<file path="src/rtl/open_log_ctrl.sv">
`default_nettype none
// ============================================================================
// Module      : open_log_ctrl
// Description : Nine-entry circular log of 17-bit opening records held in an
//               external one-hot addressed memory, with an oldest-first
//               valid/ready readout stream.
// Revision    : 1.0 - initial release
// ============================================================================
module open_log_ctrl (
    input  logic        clk,
    input  logic        reset,
    input  logic        log_valid,
    input  logic [16:0] log_data,
    output logic        log_ready,
    input  logic        log_clear,
    input  logic        dump_start,
    output logic        dump_valid,
    output logic [16:0] dump_data,
    output logic        dump_last,
    input  logic        dump_ready,
    output logic [3:0]  count,
    output logic [8:0]  mem_idx,
    output logic        mem_wr,
    output logic        mem_enable,
    output logic [16:0] mem_wdata,
    input  logic [16:0] mem_rdata
);

    localparam logic [3:0] c_MAX_COUNT  = 4'd9;
    localparam logic [8:0] c_FIRST_SLOT = 9'b000000001;

    typedef enum logic [2:0] {
        ST_IDLE    = 3'd0,
        ST_WRITE   = 3'd1,
        ST_RD_ADDR = 3'd2,
        ST_RD_WAIT = 3'd3,
        ST_RD_OUT  = 3'd4
    } state_t;

    state_t      r_state;
    logic [8:0]  r_wr_ptr;
    logic [8:0]  r_rd_ptr;
    logic [3:0]  r_count;
    logic [3:0]  r_remaining;
    logic        r_pending;
    logic        r_dump_valid;
    logic        r_dump_last;
    logic [16:0] r_dump_data;
    logic [8:0]  r_mem_idx;
    logic        r_mem_wr;
    logic        r_mem_enable;
    logic [16:0] r_mem_wdata;

    logic        w_log_ready;
    logic        w_accept;
    logic [8:0]  w_rd_start;
    logic [8:0]  w_rd_next;
    logic [3:0]  w_remaining_dec;

    // Once the log has wrapped, the slot about to be overwritten is the oldest.
    assign w_rd_start      = (r_count == c_MAX_COUNT) ? r_wr_ptr : c_FIRST_SLOT;
    assign w_rd_next       = {r_rd_ptr[7:0], r_rd_ptr[8]};
    assign w_remaining_dec = r_remaining - 4'd1;
    assign w_log_ready     = (r_state == ST_IDLE) && !r_pending;
    assign w_accept        = w_log_ready && log_valid;

    always_ff @(posedge clk or negedge reset) begin
        if (!reset) begin
            r_state      <= ST_IDLE;
            r_wr_ptr     <= c_FIRST_SLOT;
            r_rd_ptr     <= c_FIRST_SLOT;
            r_count      <= 4'd0;
            r_remaining  <= 4'd0;
            r_pending    <= 1'b0;
            r_dump_valid <= 1'b0;
            r_dump_last  <= 1'b0;
            r_dump_data  <= 17'd0;
            r_mem_idx    <= c_FIRST_SLOT;
            r_mem_wr     <= 1'b0;
            r_mem_enable <= 1'b0;
            r_mem_wdata  <= 17'd0;
        end else begin
            case (r_state)
                ST_IDLE: begin
                    if (log_clear) begin
                        r_count   <= 4'd0;
                        r_wr_ptr  <= c_FIRST_SLOT;
                        r_pending <= 1'b0;
                    end else if (w_accept) begin
                        r_mem_wdata  <= log_data;
                        r_mem_idx    <= r_wr_ptr;
                        r_mem_enable <= 1'b1;
                        r_mem_wr     <= 1'b1;
                        r_state      <= ST_WRITE;
                        if (dump_start) begin
                            r_pending <= 1'b1;
                        end
                    end else if (r_pending) begin
                        r_pending <= 1'b0;
                        if (r_count != 4'd0) begin
                            r_rd_ptr     <= w_rd_start;
                            r_remaining  <= r_count;
                            r_mem_idx    <= w_rd_start;
                            r_mem_enable <= 1'b1;
                            r_mem_wr     <= 1'b0;
                            r_state      <= ST_RD_ADDR;
                        end
                    end else if (dump_start) begin
                        r_pending <= 1'b1;
                    end
                end
                ST_WRITE: begin
                    r_mem_enable <= 1'b0;
                    r_mem_wr     <= 1'b0;
                    r_wr_ptr     <= {r_wr_ptr[7:0], r_wr_ptr[8]};
                    if (r_count != c_MAX_COUNT) begin
                        r_count <= r_count + 4'd1;
                    end
                    if (dump_start) begin
                        r_pending <= 1'b1;
                    end
                    r_state <= ST_IDLE;
                end
                ST_RD_ADDR: begin
                    r_mem_enable <= 1'b0;
                    r_state      <= ST_RD_WAIT;
                end
                ST_RD_WAIT: begin
                    r_dump_data  <= mem_rdata;
                    r_dump_valid <= 1'b1;
                    r_dump_last  <= (r_remaining == 4'd1);
                    r_state      <= ST_RD_OUT;
                end
                ST_RD_OUT: begin
                    if (dump_ready) begin
                        r_dump_valid <= 1'b0;
                        r_dump_last  <= 1'b0;
                        r_rd_ptr     <= w_rd_next;
                        r_remaining  <= w_remaining_dec;
                        if (w_remaining_dec == 4'd0) begin
                            r_state <= ST_IDLE;
                        end else begin
                            r_mem_idx    <= w_rd_next;
                            r_mem_enable <= 1'b1;
                            r_mem_wr     <= 1'b0;
                            r_state      <= ST_RD_ADDR;
                        end
                    end
                end
                default: begin
                    r_state <= ST_IDLE;
                end
            endcase
        end
    end

    assign log_ready  = w_log_ready;
    assign dump_valid = r_dump_valid;
    assign dump_data  = r_dump_data;
    assign dump_last  = r_dump_last;
    assign count      = r_count;
    assign mem_idx    = r_mem_idx;
    assign mem_wr     = r_mem_wr;
    assign mem_enable = r_mem_enable;
    assign mem_wdata  = r_mem_wdata;

endmodule
`default_nettype wire
</file>
<file path="config.mk">
export PLATFORM = sky130hd
export DESIGN_NAME = open_log_ctrl
export DESIGN_NICKNAME = d
export VERILOG_FILES = /design/src/rtl/open_log_ctrl.sv
export SDC_FILE = /design/constraint.sdc
export NUM_CORES = 1
export LEC_CHECK = 0
export ABC_CLOCK_PERIOD_IN_PS = 2000
export BUFFER_PORTS_ARGS = -buffer_cell sky130_fd_sc_hd__buf_2
export CAP_MARGIN = 20
export CELL_PAD_IN_SITES_DETAIL_PLACEMENT = 1
export CELL_PAD_IN_SITES_GLOBAL_PLACEMENT = 1
export CORE_UTILIZATION = 31
export CTS_BUF_LIST = sky130_fd_sc_hd__clkbuf_8
export DETAILED_ROUTE_END_ITERATION = 6
export PLACE_DENSITY_LB_ADDON = 0.2
export SLEW_MARGIN = 15
export SYNTH_ARGS = -nofsm -noshare
export SYNTH_HDL_FRONTEND = slang
export SYNTH_SLANG_ARGS = --single-unit
</file>
<file path="constraint.sdc">
create_clock -name clk -period 2 [get_ports clk]
set_clock_uncertainty 0.15 [all_clocks]
set_input_delay 0.3 -clock clk [delete_from_list [all_inputs] [get_ports clk]]
set_output_delay 0.3 -clock clk [all_outputs]
set_load 0.1 [all_outputs]
</file>
======== Word level (Yosys, flattened, before mapping) ========
Cells that the tools add are included.
word-level totals
  flip-flop bits (word level) ............. 77
  word-level logic and storage cells ...... 107
operators by class
  equal/unequal tests ..................... 17
  $add $sub $neg .......................... 2
  reduce and logical (&&, ||, !) cells .... 21
  bitwise gates (word level) .............. 1
  multiplexer cells ....................... 53
operator list
  operator             number
  $mux 9               11
  $pmux 9 s2           3
  $mux 4               7
  $reduce_and 6->1     4
  $mux 1               18
  $pmux 4 s2           2
  $mux 3               5
  $ne 2x2->1 const B   7
  $pmux 3 s4           1
  $eq 3x2->1 const B   2
  $pmux 1 s2           3
  $pmux 1 s3           2
  $reduce_and 3->1     2
  $reduce_bool 2->1    3
  $reduce_bool 3->1    2
  $add 4x1->4 const B  1
  $eq 4x1->1 const B   1
  $eq 4x4->1 const B   1
  $logic_not 4->1      1
  $ne 4x4->1 const B   1
  $reduce_and 2->1     2
  $reduce_and 4->1     1
  $reduce_bool 4->1    1
  $sub 4x1->4 const B  1
  other kinds (11)     12

======== Longest topological paths before layout ========
Gate-level depths: netlist of the first run.
  depth after elaboration ................. 7
  mapped depth ............................ 7
  mapped depth without buffers ............ 6

======== Worst setup path after synthesis of the first run ========
No wires, ideal clock.
  path type ............................... register to output
  from .................................... register r_state[1]
  to ...................................... output log_ready
  setup slack ............................. -1.950 ns
  arrival ................................. 3.500 ns
  path buffers ............................ 1
  data required time ...................... 1.550 ns
  cell stages (with the launch flop) ...... 3
  cells stage by stage .................... dfrtp_1 > buf_2 > nor4_1
on the way
  cells in the longest elaborated chain, start to end .. 2
ends and longest elaborated chain
  item                    line  source
  from (decl)             40    state_t r_state;
  from (signal assigned)  69    r_state <= ST_IDLE;
  from (signal assigned)  94    r_state <= ST_WRITE;
  from (signal assigned)  106   r_state <= ST_RD_ADDR;
  $logic_not 3->1         64    assign w_log_ready = (r_state == ST_IDLE) && !r_pending;
  $logic_and 1x1->1       64
  to (decl)               14    output logic log_ready,
Every way passes these cells.

======== Worst setup path after layout of the first run ========
  from .................................... register r_count[1], in the netlist count[1]
  to ...................................... register r_mem_idx[5], in the netlist mem_idx[5]
on the way
  cells in the longest elaborated chain, start to end .. 7
  elaborated cells on any way between the ends .. 10
ends and longest elaborated chain
  item                    line  source
  from (decl)             43    logic [3:0] r_count;
  from (signal assigned)  117   r_count <= r_count + 4'd1;
  $eq 4x4->1              61    assign w_rd_start = (r_count == c_MAX_COUNT) ? r_wr_ptr : c_FIRST_SLOT;
  $mux 9                  61
  $mux 9                  100   if (r_count != 4'd0) begin
  $mux 9                  98    end else if (r_pending) begin
  $mux 9                  89    end else if (w_accept) begin
  $mux 9                  85    if (log_clear) begin
  $pmux 9 s2              83    case (r_state)
  to (signal assigned)    78    r_mem_idx <= c_FIRST_SLOT;
  to (signal assigned)    91    r_mem_idx <= r_wr_ptr;
  to (signal assigned)    103   r_mem_idx <= w_rd_start;
  to (decl)               49    logic [8:0] r_mem_idx;
Several ways; a longest one is shown, not always the timed one. The select of a mux whose other input is x is not followed.
A chain may end at the register's enable or synchronous reset.

==> results of run 1 <==
## registers in the layout, indices dropped and copies added, names as in the netlist
register     count
r_rd_ptr         9
mem_wdata       17
r_pending        1
mem_idx          9
r_state          3
count            4
dump_data       17
mem_enable       1
mem_wr           1
r_wr_ptr         9
r_remaining      4
dump_last        1
dump_valid       1
## final timing paths
path,cells past startpoint,slack [ns],to,start
min in group asynchronous,2,0.22,dump_valid$_DFFE_PN0P_,reset
worst max-delay path,6,-0.17,mem_idx[5]$_DFFE_PN0P_,count[1]$_DFFE_PN0P_
worst min register to register,2,0.35,dump_valid$_DFFE_PN0P_,dump_valid$_DFFE_PN0P_
worst max register to register,6,-0.17,mem_idx[5]$_DFFE_PN0P_,count[1]$_DFFE_PN0P_
worst min-delay path,2,0.02,dump_data[7]$_DFFE_PN0P_,mem_rdata[7]
max in group asynchronous,3,0.90,mem_idx[0]$_DFFE_PN1P_,reset
## cell families (layout without fill, tap and decap cells)
kind of cell               after synthesis  count (layout)
buffers and inverters                   22             163
xor gates and xnor gates                 3               3
muxes                                   45              45
adders and majority gates                6               6
DFF                                     77              77
and+or+nand+nor                         53              53
AOI/OAI and AO/OA                       70              71
## metrics by stage
stage | util (%) | area [µm²] | worst slack (ns) | hold slack (ns)
6_report | 44.5 | 4820 | -0.172 | 0.0216
5_1_grt | 44.5 | 4820 | -0.207 | 0.00371
4_1_cts | 44.2 | 4790 | -0.198 | 0.000337
3_5_place_dp | 40.4 | 4370 | -0.224 | 0.0628
3_3_place_gp | 40.4 | 4370 | -0.171 | 0.0602
2_1_floorplan | - | 3530 | -0.276 | -0.146
## synth_stat cells (2+ instances only)
| cell | number |
|---|---|
| dfrtp_1 | 74 |
| mux2_2 | 45 |
| a21oi_1 | 19 |
| a22o_1 | 16 |
| nand2_1 | 14 |
| a31oi_1 | 9 |
| buf_2 | 9 |
| nor2_1 | 9 |
| a22oi_1 | 8 |
| nand3_1 | 8 |
| inv_1 | 7 |
| ha_1 | 6 |
| o21ai_0 | 6 |
| dfstp_2 | 3 |
| nand4_1 | 3 |
| buf_6 | 2 |
| clkbuf_1 | 2 |
| nand3b_1 | 2 |
| nor3b_1 | 2 |
| o211ai_1 | 2 |
| o2bb2ai_1 | 2 |
| or3_1 | 2 |
| or3b_1 | 2 |
| xor2_1 | 2 |
## area by class of cell
type / count / area (µm²) / area share [%]
Multi-Input combinational cell: 178 / 1580 / 32.7
Clock buffer: 10 / 138 / 2.85
Timing Repair Buffer: 140 / 917 / 19.0
Tap cell: 140 / 175 / 3.63
Inverter: 7 / 31.3 / 0.649
Clock inverter: 6 / 46.3 / 0.960
Sequential cell: 77 / 1940 / 40.2
## layer usage
metal  GRT usage, %  vias up
met5              0        -
met4           7.24        0
met3           4.06       13
met2           29.9       62
met1           21.3     1419
li1               -     1294
## repair_timing
| item | in CTS | in global routing |
|---|---|---|
| setup buffers | 5 | 1 |
| cloned | 1 | 0 |
| pin swaps | 3 | 3 |
| endpoints found under the hold margin | 55 | 1 |
| gates resized for setup | 20 | 7 |
| hold buffers | 8 | 1 |
| setup endpoints to repair | 24 | 25 |
## critical path, delay by kind of cell (launching register included)
kind,cells,cell delay [ns]
AOI/OAI and AO/OA,2,0.49
adders and majority gates,1,0.10
buffers and inverters,1,0.07
DFF,1,0.50
muxes,1,0.37
and+or+nand+nor,1,0.37
==> impl_metrics.yaml, run 1 <==
route:
  ant_nets: 0
  firstDrtPassIters: 6
  wl_met1_um: 4050
  met3WireLength_um: 365
  drcViolationCount: 2
  drtIter0Drc: 83
  viasPerCell: 5.00
  wl_per_cell_um: 16.5
  wl_met2_um: 4660
  num_vias: 2788
  routed.top_layer: "met4"
  drt-total-wl_um: 9220
logic_synthesis:
  synth_fa_ha_area_share_pct: 2.17
  synth.area.top_cells: "dfrtp_1 (54%), mux2_2 (15%), a22o_1 (4.1%)"
  yosysTopAreaCell: "dfrtp_1"
  synthArstFlopShare_pct: 100
  syn_nets: 322
  yosysSeqAreaShare_pct: 55.9
  synth_top_family_by_area: "multiplexers"
  postSynthCellCount: 276
  syn_area_per_cell_um2: 12.5
  synth_compound_area_share_pct: 14.2
  synth-seq-cells: 77
  synthesis.area_um2: 3450
  synth.distinct_cells: 46
  ys.flop_type: "dfrtp_1"
  muxShareOfSynthArea_pct: 14.7
  synth-xor-area-share_pct: 0.761
  yosys.area_share.simple_pct: 9.02
  ys_warn_count: 0
  synth_top_area_share_pct: 53.6
  synth_edf_count: 0
floorplan:
  core-area_um2: 10800
  die-area_um2: 11600
  rows: 38
  start_util_pct: 31.9
  fp.dieH_um: 108
  fp.dieW_um: 108
  ioPinCount: 92
placed_design:
  numPlacedInstances: 527
  dpl.hpwl_um: 6420
  port_buffers: 91
  place_congestion: 0.770
sta:
  slew_viol_final: 0
  maxSlewHeadroom_pct: 61.6
  max_slew.worst_pin.slew_ns: 0.573
  fin_tns_setup_ns: -2.55
  post-route-period-util_pct: 109
  rsz0062_at_grt: "true"
  setup_viol: 24
  hold_viol: 0
  fin_crit_ns: 2.17
  fmax_mhz: 460
  setup_ws_ns: -0.172
setup_path:
  slowest_stage: "dfrtp_4"
  cp.arrival_ns: 2.26
  critPathKind: "reg -> reg"
  start_kind: "flip-flop"
  worstSetupEndpointType: "flip-flop"
  worstPathCellList: "inv_4 > ha_4 > or3b_4 > o31a_1 > o211ai_4 > mux2_2"
  critical_path.max_stage_delay_ns: 0.50
  critPathMaxFanout: 5
  cp.required_ns: 2.09
clock_tree:
  clock-root-buffer: "clkbuf_8"
  clkTransAtPathRegs_ns: 0.09
  clkSinkCount: 77
  cts_max_level: 3
  cts.path.max_buffers: 2
  clock_latency_ns: 0.35
  cts_tree: "done"
  numCtsBuffers: 9
cells_and_area:
  area_delta_synth_final_pct: 39.7
  finalNonFillerCells: 558
  nFillCells: 1197
  num_antenna_cells: 0
  finalNetCount: 459
  layout_common_cells: "buf_2 (89), dfrtp_1 (70), mux2_2 (38)"
  layout-drive-gt1-share_pct: 55.0
  mostFrequentLayoutCell: "buf_2"
grt:
  grt_max_degree: 33
  antenna_found_initial: 0
  grt.overflow.total: 0
  grt_pass1_vias: 2963
  grt_pass1_wl_um: 15300
  track_usage_pct: 17.6
run:
  drv_cap: 0
status:
  status: "finished, violations left"
  violations: "design-rule violations, negative setup slack"
worst_hold_path:
  hp-class: "in -> reg"
Power of run 1 is not shown: default switching activity piles up to over one toggle a cycle in this logic, so the estimate is an artifact.
==> run 2, diff against run 1 <==
- HOLD_SLACK_MARGIN: default -> 0.02
- SETUP_SLACK_MARGIN: default -> 0.02
==> impl_metrics.yaml, run 2 (same netlist as run 1, synthesis figures left out) <==
sta:
  hold-worst-slack_ns: 0.0443
  slew_viol_final: 0
  post-route-period-util_pct: 109
  maxSlewHeadroom_pct: 61.5
  fin_crit_ns: 2.17
  rsz0062_at_grt: "true"
  setup_viol: 24
  setup_ws_ns: -0.171
  max_slew.worst_pin.slew_ns: 0.574
  hold_viol: 0
  fmax_mhz: 461
route:
  drcViolationCount: 2
  wl_per_cell_um: 16.7
  drt-total-wl_um: 9700
  viasPerCell: 4.94
  num_vias: 2873
  wl_met2_um: 5000
  wl_met1_um: 4170
  firstDrtPassIters: 6
  met3WireLength_um: 373
  routed.top_layer: "met4"
  drtIter0Drc: 77
  ant_nets: 0
setup_path:
  slowest_stage: "dfrtp_4"
  critPathMaxFanout: 5
  worstPathCellList: "inv_4 > ha_4 > or3b_4 > o31a_1 > o211ai_4 > mux2_2"
  worstSetupEndpointType: "flip-flop"
  critical_path.max_stage_delay_ns: 0.50
  cp.arrival_ns: 2.26
  start_kind: "flip-flop"
  critPathKind: "reg -> reg"
  cp.required_ns: 2.09
clock_tree:
  clock-root-buffer: "clkbuf_8"
  cts_max_level: 3
  clock_latency_ns: 0.35
  numCtsBuffers: 9
  clkTransAtPathRegs_ns: 0.08
  cts_tree: "done"
  cts.path.max_buffers: 2
  clkSinkCount: 77
floorplan:
  die-area_um2: 11600
  fp.dieH_um: 108
  fp.dieW_um: 108
  rows: 38
  core-area_um2: 10800
  ioPinCount: 92
  start_util_pct: 31.9
placed_design:
  place_congestion: 0.770
  pre_cts_slack_ns: -0.224
  port_buffers: 91
  dpl.hpwl_um: 6420
cells_and_area:
  layout_common_cells: "buf_2 (89), dfrtp_1 (70), mux2_2 (38)"
  mostFrequentLayoutCell: "buf_2"
  num_antenna_cells: 0
  layout-drive-gt1-share_pct: 52.2
  area_delta_synth_final_pct: 46.6
  finalNetCount: 482
grt:
  grt_max_degree: 33
  grt_pass1_wl_um: 16200
  grt.overflow.total: 0
  grt_pass1_vias: 3128
  antenna_found_initial: 0
  track_usage_pct: 18.5
status:
  status: "finished, violations left"
  violations: "design-rule violations, negative setup slack"
run:
  drv_cap: 0
worst_hold_path:
  hp-class: "in -> reg"
-- run 2: cell types whose count changed in the layout (fill, tap and decap cells not counted), sizes merged --
| cell | change |
|---|---|
| dlygate4sd3 | +23 |
-- run 2: area by class of cell --
type,instances,area [µm²]
Clock buffer,10,138
Tap cell,140,175
Fill cell,1184,5780
Multi-Input combinational cell,178,1580
Sequential cell,77,1940
Inverter,7,31.3
Timing Repair Buffer,163,1150
Clock inverter,6,46.3
-- run 2: worst paths after layout --
check	startpoint	endpoint	slack (ns)	cells after the start
worst max-delay path	count[1]$_DFFE_PN0P_	mem_idx[5]$_DFFE_PN0P_	-0.17	6
worst min-delay path	log_data[13]	mem_wdata[13]$_DFFE_PN0P_	0.04	2
worst max register to register	count[1]$_DFFE_PN0P_	mem_idx[5]$_DFFE_PN0P_	-0.17	6
worst min register to register	dump_valid$_DFFE_PN0P_	dump_valid$_DFFE_PN0P_	0.35	2
max in group asynchronous	reset	mem_idx[0]$_DFFE_PN1P_	0.90	3
min in group asynchronous	reset	dump_data[12]$_DFFE_PN0P_	0.22	2
-- run 2: stage by stage --
step	cells	util [%]	TNS, ns	instance area (µm²)
floorplan	276	-	-3.62	3530
global placement	527	40.4	-2.90	4370
detailed placement	527	40.4	-4.13	4370
CTS	581	46.4	-2.70	5030
global route	581	46.7	-3.55	5060
finish	581	46.7	-2.53	5060
-- run 2: worst max-delay path: cells and delay by family, from the launching register on --
family | cells | cell delay [ns]
DFF | 1 | 0.50
AOI/OAI and AO/OA | 2 | 0.49
and+or+nand+nor | 1 | 0.37
muxes | 1 | 0.37
adders and majority gates | 1 | 0.10
buffers and inverters | 1 | 0.07
-- run 2: timing repair --
item,CTS,global route
hold endpoints to repair,93,0
buffers inserted,5,1
endpoints found under the setup margin,25,25
gates cloned,1,0
pin swaps,4,2
resized for setup,20,9
hold buffers,32,0
-- run 2: metal layers --
metal	up-vias	track usage, %
li1	1339	-
met1	1460	21.8
met2	62	32.6
met3	12	4.12
met4	0	7.24
met5	-	0
Power of run 2 is left out for the same reason.
